## src/rtl/fwd_ctrl_pkg.sv

```systemverilog
// Types and constants for the dual-lane ID/EX forwarding control stage.
package FwdType;

  localparam int REG_W_DEFAULT = 5;

  typedef enum logic {
    TOP    = 1'b0,
    BOTTOM = 1'b1
  } lane_e;

  typedef enum logic {
    RUN   = 1'b0,
    STALL = 1'b1
  } fwd_state_e;

endpackage

```

## src/rtl/mux3_type_pkg.sv

```systemverilog
// Select encoding shared by every three-source operand mux in EX.
// DEFAULT picks the register-file value (with write-through); TOP/BOTTOM pick the MEM-stage ALU lines.
package Mux3Type;

  typedef enum logic [1:0] {
    DEFAULT = 2'd0,
    TOP     = 2'd1,
    BOTTOM  = 2'd2,
    ZERO    = 2'd3
  } mux3_cmd_t;

endpackage

```

## src/rtl/fwd_ctrl_match.sv

```systemverilog
// Per-operand comparator: picks the forwarding source for one ID source register
// against the bundle in EX, and flags a load-use hazard.
module fwd_match
  import FwdType::*;
#(
  parameter int REG_W = REG_W_DEFAULT
) (
  input  logic [REG_W-1:0]      src,
  input  logic [1:0]            ex_valid,
  input  logic [1:0]            ex_we,
  input  logic [1:0]            ex_load,
  input  logic [1:0][REG_W-1:0] ex_rd,
  output Mux3Type::mux3_cmd_t   cmd,
  output logic                  hazard
);

  logic hit_top;
  logic hit_bot;

  assign hit_top = ex_valid[TOP]    && ex_we[TOP]    && (ex_rd[TOP]    == src);
  assign hit_bot = ex_valid[BOTTOM] && ex_we[BOTTOM] && (ex_rd[BOTTOM] == src);

  // BOTTOM is checked first: it is younger in program order and shadows TOP.
  always_comb begin
    cmd    = Mux3Type::DEFAULT;
    hazard = 1'b0;
    if (src == '0) begin
      cmd = Mux3Type::ZERO;
    end else if (hit_bot) begin
      if (ex_load[BOTTOM]) hazard = 1'b1;
      else                 cmd    = Mux3Type::BOTTOM;
    end else if (hit_top) begin
      if (ex_load[TOP]) hazard = 1'b1;
      else              cmd    = Mux3Type::TOP;
    end
  end

endmodule

```

## src/rtl/fwd_ctrl.sv

```systemverilog
// ID/EX forwarding control for the TOP/BOTTOM lanes: registers operand mux selects for EX,
// raises a one-cycle load-use stall with a bubble, and counts stall cycles (saturating).
module fwd_ctrl
  import FwdType::*;
#(
  parameter int REG_W = REG_W_DEFAULT,
  parameter int CNT_W = 32
) (
  input  logic                       clk,
  input  logic                       rst_n,
  input  logic                       adv,
  input  logic                       flush,
  input  logic [1:0]                 id_valid,
  input  logic [1:0][REG_W-1:0]      id_rs1,
  input  logic [1:0][REG_W-1:0]      id_rs2,
  input  logic [1:0][REG_W-1:0]      id_rd,
  input  logic [1:0]                 id_we,
  input  logic [1:0]                 id_load,
  output Mux3Type::mux3_cmd_t [1:0]  ex_cmd_rs1,
  output Mux3Type::mux3_cmd_t [1:0]  ex_cmd_rs2,
  output logic                       stall,
  output logic [CNT_W-1:0]           stall_cnt
);

  localparam Mux3Type::mux3_cmd_t [1:0] CMD_IDLE = '{Mux3Type::DEFAULT, Mux3Type::DEFAULT};

  logic [1:0]                ex_valid_reg;
  logic [1:0]                ex_we_reg;
  logic [1:0]                ex_load_reg;
  logic [1:0][REG_W-1:0]     ex_rd_reg;
  fwd_state_e                state_reg;
  fwd_state_e                state_next;
  Mux3Type::mux3_cmd_t [1:0] cmd_rs1_reg;
  Mux3Type::mux3_cmd_t [1:0] cmd_rs2_reg;
  Mux3Type::mux3_cmd_t [1:0] cmd_rs1_next;
  Mux3Type::mux3_cmd_t [1:0] cmd_rs2_next;
  logic [1:0]                haz_rs1;
  logic [1:0]                haz_rs2;
  logic [CNT_W-1:0]          stall_cnt_reg;

  genvar gi;
  generate
    for (gi = 0; gi < 2; gi++) begin : g_lane
      Mux3Type::mux3_cmd_t m_rs1;
      Mux3Type::mux3_cmd_t m_rs2;
      logic                h_rs1;
      logic                h_rs2;

      fwd_match #(.REG_W(REG_W)) u_match_rs1 (
        .src      (id_rs1[gi]),
        .ex_valid (ex_valid_reg),
        .ex_we    (ex_we_reg),
        .ex_load  (ex_load_reg),
        .ex_rd    (ex_rd_reg),
        .cmd      (m_rs1),
        .hazard   (h_rs1)
      );

      fwd_match #(.REG_W(REG_W)) u_match_rs2 (
        .src      (id_rs2[gi]),
        .ex_valid (ex_valid_reg),
        .ex_we    (ex_we_reg),
        .ex_load  (ex_load_reg),
        .ex_rd    (ex_rd_reg),
        .cmd      (m_rs2),
        .hazard   (h_rs2)
      );

      // Invalid lanes neither forward nor stall.
      assign cmd_rs1_next[gi] = id_valid[gi] ? m_rs1 : Mux3Type::DEFAULT;
      assign cmd_rs2_next[gi] = id_valid[gi] ? m_rs2 : Mux3Type::DEFAULT;
      assign haz_rs1[gi]      = id_valid[gi] & h_rs1;
      assign haz_rs2[gi]      = id_valid[gi] & h_rs2;
    end
  endgenerate

  // EX always holds a bubble in STALL, so the state term only makes that explicit.
  assign stall = adv && !flush && (state_reg == RUN) && (|{haz_rs1, haz_rs2});

  always_comb begin
    state_next = state_reg;
    if (flush) begin
      state_next = RUN;
    end else if (adv) begin
      case (state_reg)
        RUN:     if (stall) state_next = STALL;
        STALL:   state_next = RUN;
        default: state_next = RUN;
      endcase
    end
  end

  always_ff @(posedge clk or negedge rst_n) begin
    if (!rst_n) begin
      state_reg    <= RUN;
      ex_valid_reg <= '0;
      ex_we_reg    <= '0;
      ex_load_reg  <= '0;
      ex_rd_reg    <= '0;
      cmd_rs1_reg  <= CMD_IDLE;
      cmd_rs2_reg  <= CMD_IDLE;
    end else begin
      state_reg <= state_next;
      if (flush) begin
        ex_valid_reg <= '0;
        cmd_rs1_reg  <= CMD_IDLE;
        cmd_rs2_reg  <= CMD_IDLE;
      end else if (adv) begin
        if (stall) begin
          ex_valid_reg <= '0;
          cmd_rs1_reg  <= CMD_IDLE;
          cmd_rs2_reg  <= CMD_IDLE;
        end else begin
          ex_valid_reg <= id_valid;
          ex_we_reg    <= id_we;
          ex_load_reg  <= id_load;
          ex_rd_reg    <= id_rd;
          cmd_rs1_reg  <= cmd_rs1_next;
          cmd_rs2_reg  <= cmd_rs2_next;
        end
      end
    end
  end

  always_ff @(posedge clk or negedge rst_n) begin
    if (!rst_n) begin
      stall_cnt_reg <= '0;
    end else if (stall && (stall_cnt_reg != '1)) begin
      stall_cnt_reg <= stall_cnt_reg + 1'b1;
    end
  end

  assign ex_cmd_rs1 = cmd_rs1_reg;
  assign ex_cmd_rs2 = cmd_rs2_reg;
  assign stall_cnt  = stall_cnt_reg;

endmodule
```

## config.mk

```make
export PLATFORM = sky130hd
export DESIGN_NAME = fwd_ctrl
export DESIGN_NICKNAME = d
export VERILOG_FILES = /design/src/rtl/fwd_ctrl_pkg.sv /design/src/rtl/mux3_type_pkg.sv /design/src/rtl/fwd_ctrl_match.sv /design/src/rtl/fwd_ctrl.sv
export SDC_FILE = /design/constraint.sdc
export NUM_CORES = 1
export LEC_CHECK = 0
export CORE_MARGIN = 4
export CORE_UTILIZATION = 45
export DETAILED_ROUTE_END_ITERATION = 7
export GPL_TIMING_DRIVEN = 0
export PLACE_DENSITY = 0.87
export SLEW_MARGIN = 20
export SYNTH_ARGS = -nofsm -noshare
export SYNTH_HDL_FRONTEND = slang
export SYNTH_SLANG_ARGS = --single-unit
```

## constraint.sdc

```tcl
create_clock -name clk -period 2.7 [get_ports clk]
set_input_delay 0.54 -clock clk [delete_from_list [all_inputs] [get_ports clk]]
set_output_delay 0.54 -clock clk [all_outputs]
set_load 0.1 [all_outputs]
```

==> flow_metrics.py <==
metrics = {
    "status": {
        "status": "finished, violations left",
        "violations": "negative setup slack",
    },
    "timing": {
        "drv_slew": 0,
        "post-route-period-util_pct": 124,
        "finClkSkew_ps": 5.41,
        "fin_ws_ps": -638,
        "setup_tns_ps": -15590,
        "tightest_slew_ps": 999,
        "max_slew_margin_pct": 33.2,
        "max_clock_freq_mhz": 300,
        "finalHoldViolCount": 0,
        "period_needed_ps": 3340,
        "rsz0062_at_grt": "true",
        "setup_viol": 57,
    },
    "detailed_routing": {
        "dr_wl_met3_um": 598,
        "wl_per_cell_um": 17.8,
        "vias": 2973,
        "dr.pass1.iters": 4,
        "ant_nets": 0,
        "wl_met2_um": 4990,
        "met1Wirelength_um": 3680,
        "routed_wl_um": 9640,
        "vias_per_cell": 5.50,
        "top_layer": "met4",
        "drt-initial-drc-count": 103,
        "drc": 0,
    },
    "logic_synthesis": {
        "synth_area_per_cell_um2": 10.3,
        "yosysWarnings": 0,
        "yosysSeqAreaShare_pct": 42.7,
        "synthArstFlopShare_pct": 100,
        "yosys.area.top_type": "dfrtp_1",
        "ys.flop_type": "dfrtp_1",
        "syn_nets": 364,
        "synth-edff-count": 0,
        "synth.distinct_cells": 47,
        "synth_top_area_share_pct": 42.7,
        "syn_area_um2": 3340,
        "ys_seq_elements": 57,
        "syn_inst": 323,
        "synthTopCellsByArea": "dfrtp_1, xor2_1, xnor2_1",
    },
    "placement": {
        "dp.cells": 502,
        "dp_slack_ps": -1770,
        "dp_hpwl_um": 6260,
        "globalplace.congestion": 0.910,
        "portBuffers": 80,
    },
    "floorplanning": {
        "ios": 81,
        "coreArea_um2": 7210,
        "initial_core_util_pct": 46.3,
        "chipHeight_um": 94.1,
        "row_count": 31,
        "die_w_um": 94.1,
        "die_area_um2": 8860,
    },
    "power": {
        "p_per_area_nw_per_um2": 434,
        "intPower_mw": 1.56,
        "netSwitchingPower_mw": 0.620,
        "combPwrFrac_pct": 21.9,
        "ir_worst_vdd_mv": 0.272,
        "leakage_nw": 2.29,
        "p_sw_share_pct": 28.4,
        "clkPwrFrac_pct": 35.3,
        "seq_power_share_pct": 42.8,
    },
    "cts": {
        "cts-htree-levels": 3,
        "clk_pin_slew_ps": 60,
        "clkLatencyLatePin_ps": 340,
        "clock_path_buffers": 2,
        "cts_buffers": 9,
        "root_buffer": "clkbuf_8",
        "ctsHoldBuffers": 0,
        "cts_tree": "yes",
        "cts.sinks": 57,
    },
    "layout": {
        "seqCellArea_um2": 1430,
        "layout-drive-gt1-share_pct": 25.8,
        "fillCellCount": 521,
        "final_nets": 480,
        "final_common_cell": "clkdlybuf4s50_1",
        "area_delta_synth_final_pct": 50.6,
        "fin_util_pct": 69.7,
        "multi_input_area_um2": 2060,
        "instances_no_fill": 541,
        "largest_reg_flops": 32,
        "antennaDiodeCount": 0,
        "layout_common_cells": "clkdlybuf4s50_1, dfrtp_1, xor2_1",
    },
    "setup_path": {
        "path_cells": "dlygate4sd2_1 -> xor2_2 -> or4_4 -> o2111ai_4 -> a2111oi_4 -> nor4_4 -> or2_4 -> buf_8 -> clkinvlp_4 -> buf_12",
        "path_delay_family": "simple AND/OR/NAND/NOR gates",
        "critPathArrivalTime_ps": 2800,
        "critPathMaxFanout": 4,
        "worst_path_largest_cell_delay_ps": 550,
        "path_buf_inv": 4,
        "critPathCaptureType": "output port",
        "start_kind": "input pin",
        "cp.required_ps": 2160,
        "slowest_stage": "or4_4",
        "path_class": "in -> out",
    },
    "worst_hold_path": {
        "hold_path.class": "in -> async",
    },
    "grt": {
        "antenna_found_initial": 0,
        "groute.usage.overall_pct": 21.6,
        "grt_overflow": 0,
        "first_global_vias": 3040,
        "grt_pass1_wl_um": 14600,
        "grt_max_degree": 58,
    },
    "flow_run": {
        "maxCapViolations": 0,
    },
}
[cells in the mapped netlist, types with 3 or more instances]
library cell,n
nand2_1,31
xor2_1,36
dfrtp_1,57
buf_6,5
nor4_1,4
nor2_1,20
xnor2_1,35
nor3_1,15
or3_1,4
nand4_1,13
inv_1,4
mux2_2,6
mux2_4,9
or4_1,3
buf_2,4
and3_1,11
clkbuf_1,5
a22o_1,7
nand3_1,17
[cells by family after synthesis]
logic type | Yosys count | share of synthesized area (%)
multiplexers | 15 | 6.07
AND/OR/NAND/NOR | 135 | 22.4
XOR/XNOR | 71 | 18.6
buffers and inverters | 20 | 3.75
AO/OA/AOI/OAI | 24 | 6.04
adder cells (fa/ha/maj) | 1 | 0.375
flip-flops | 57 | 42.7
[worst register-to-register path: stages (launching register included)]
cell and delay, ps:
dfrtp_1 370, buf_6 130, xor2_2 180, nor4_2 370
nand3_1 200, a2111oi_4 480, nor4_4 90, buf_4 150
buf_6 110, nor3_4 320, buf_6 160, buf_6 110
nand4_1 110, xnor2_1 240
[through the flow]
stage	area, um^2	power [mW]	hold WS [ps]
after floorplan	3340	1.22	244
after global placement	4270	1.36	474
after detailed placement	4260	1.37	476
after CTS	4760	2.17	281
after global routing	5030	2.28	312
final	5030	2.18	253
[power groups by stage]
stage	combinational, mW	sequential (mW)	clock [mW]
finish	0.477	0.933	0.771
global route	0.515	0.937	0.825
CTS	0.465	0.926	0.783
detailed placement	0.438	0.936	0
global placement	0.428	0.935	0
floorplan	0.250	0.970	0
[final cells by class]
class,instances,area share (%)
inverter,4,0.373
buffer,14,2.46
multi-input combinational,246,41.0
clock buffer,10,2.74
timing repair buffer,107,21.7
tap,99,2.46
clock inverter,4,0.896
sequential,57,28.4
[path summary, 6_finish.rpt]
path / startpoint / endpoint / slack (ps) / cells after the start
min reg2reg: stall_cnt[27]$_DFFE_PN0P_ / stall_cnt[27]$_DFFE_PN0P_ / 490 / 1
min in group clk: stall_cnt[27]$_DFFE_PN0P_ / stall_cnt[27]$_DFFE_PN0P_ / 490 / 1
max reg2reg: ex_rd_reg[5]$_DFFE_PN0P_ / stall_cnt[24]$_DFFE_PN0P_ / -420 / 13
max: id_rs2[5] / stall / -640 / 10
min: rst_n / stall_cnt[9]$_DFFE_PN0P_ / 250 / 1
max in group asynchronous: rst_n / ex_rd_reg[8]$_DFFE_PN0P_ / 1920 / 1
[metal layers]
metal	vias to the layer above	global-route usage [%]
met1	1445	24.4
met4	0	11.0
met2	127	37.0
met5	-	0
li1	1365	-
met3	36	6.01
[timing repair]
action | CTS | global route
buffers inserted | 14 | 10
resized for setup | 59 | 32
endpoints found under the setup margin | 58 | 57
cloned | 2 | 1
pin swaps | 13 | 23
hold endpoints to repair | 0 | 0
Power figures use the tool's default switching activity.
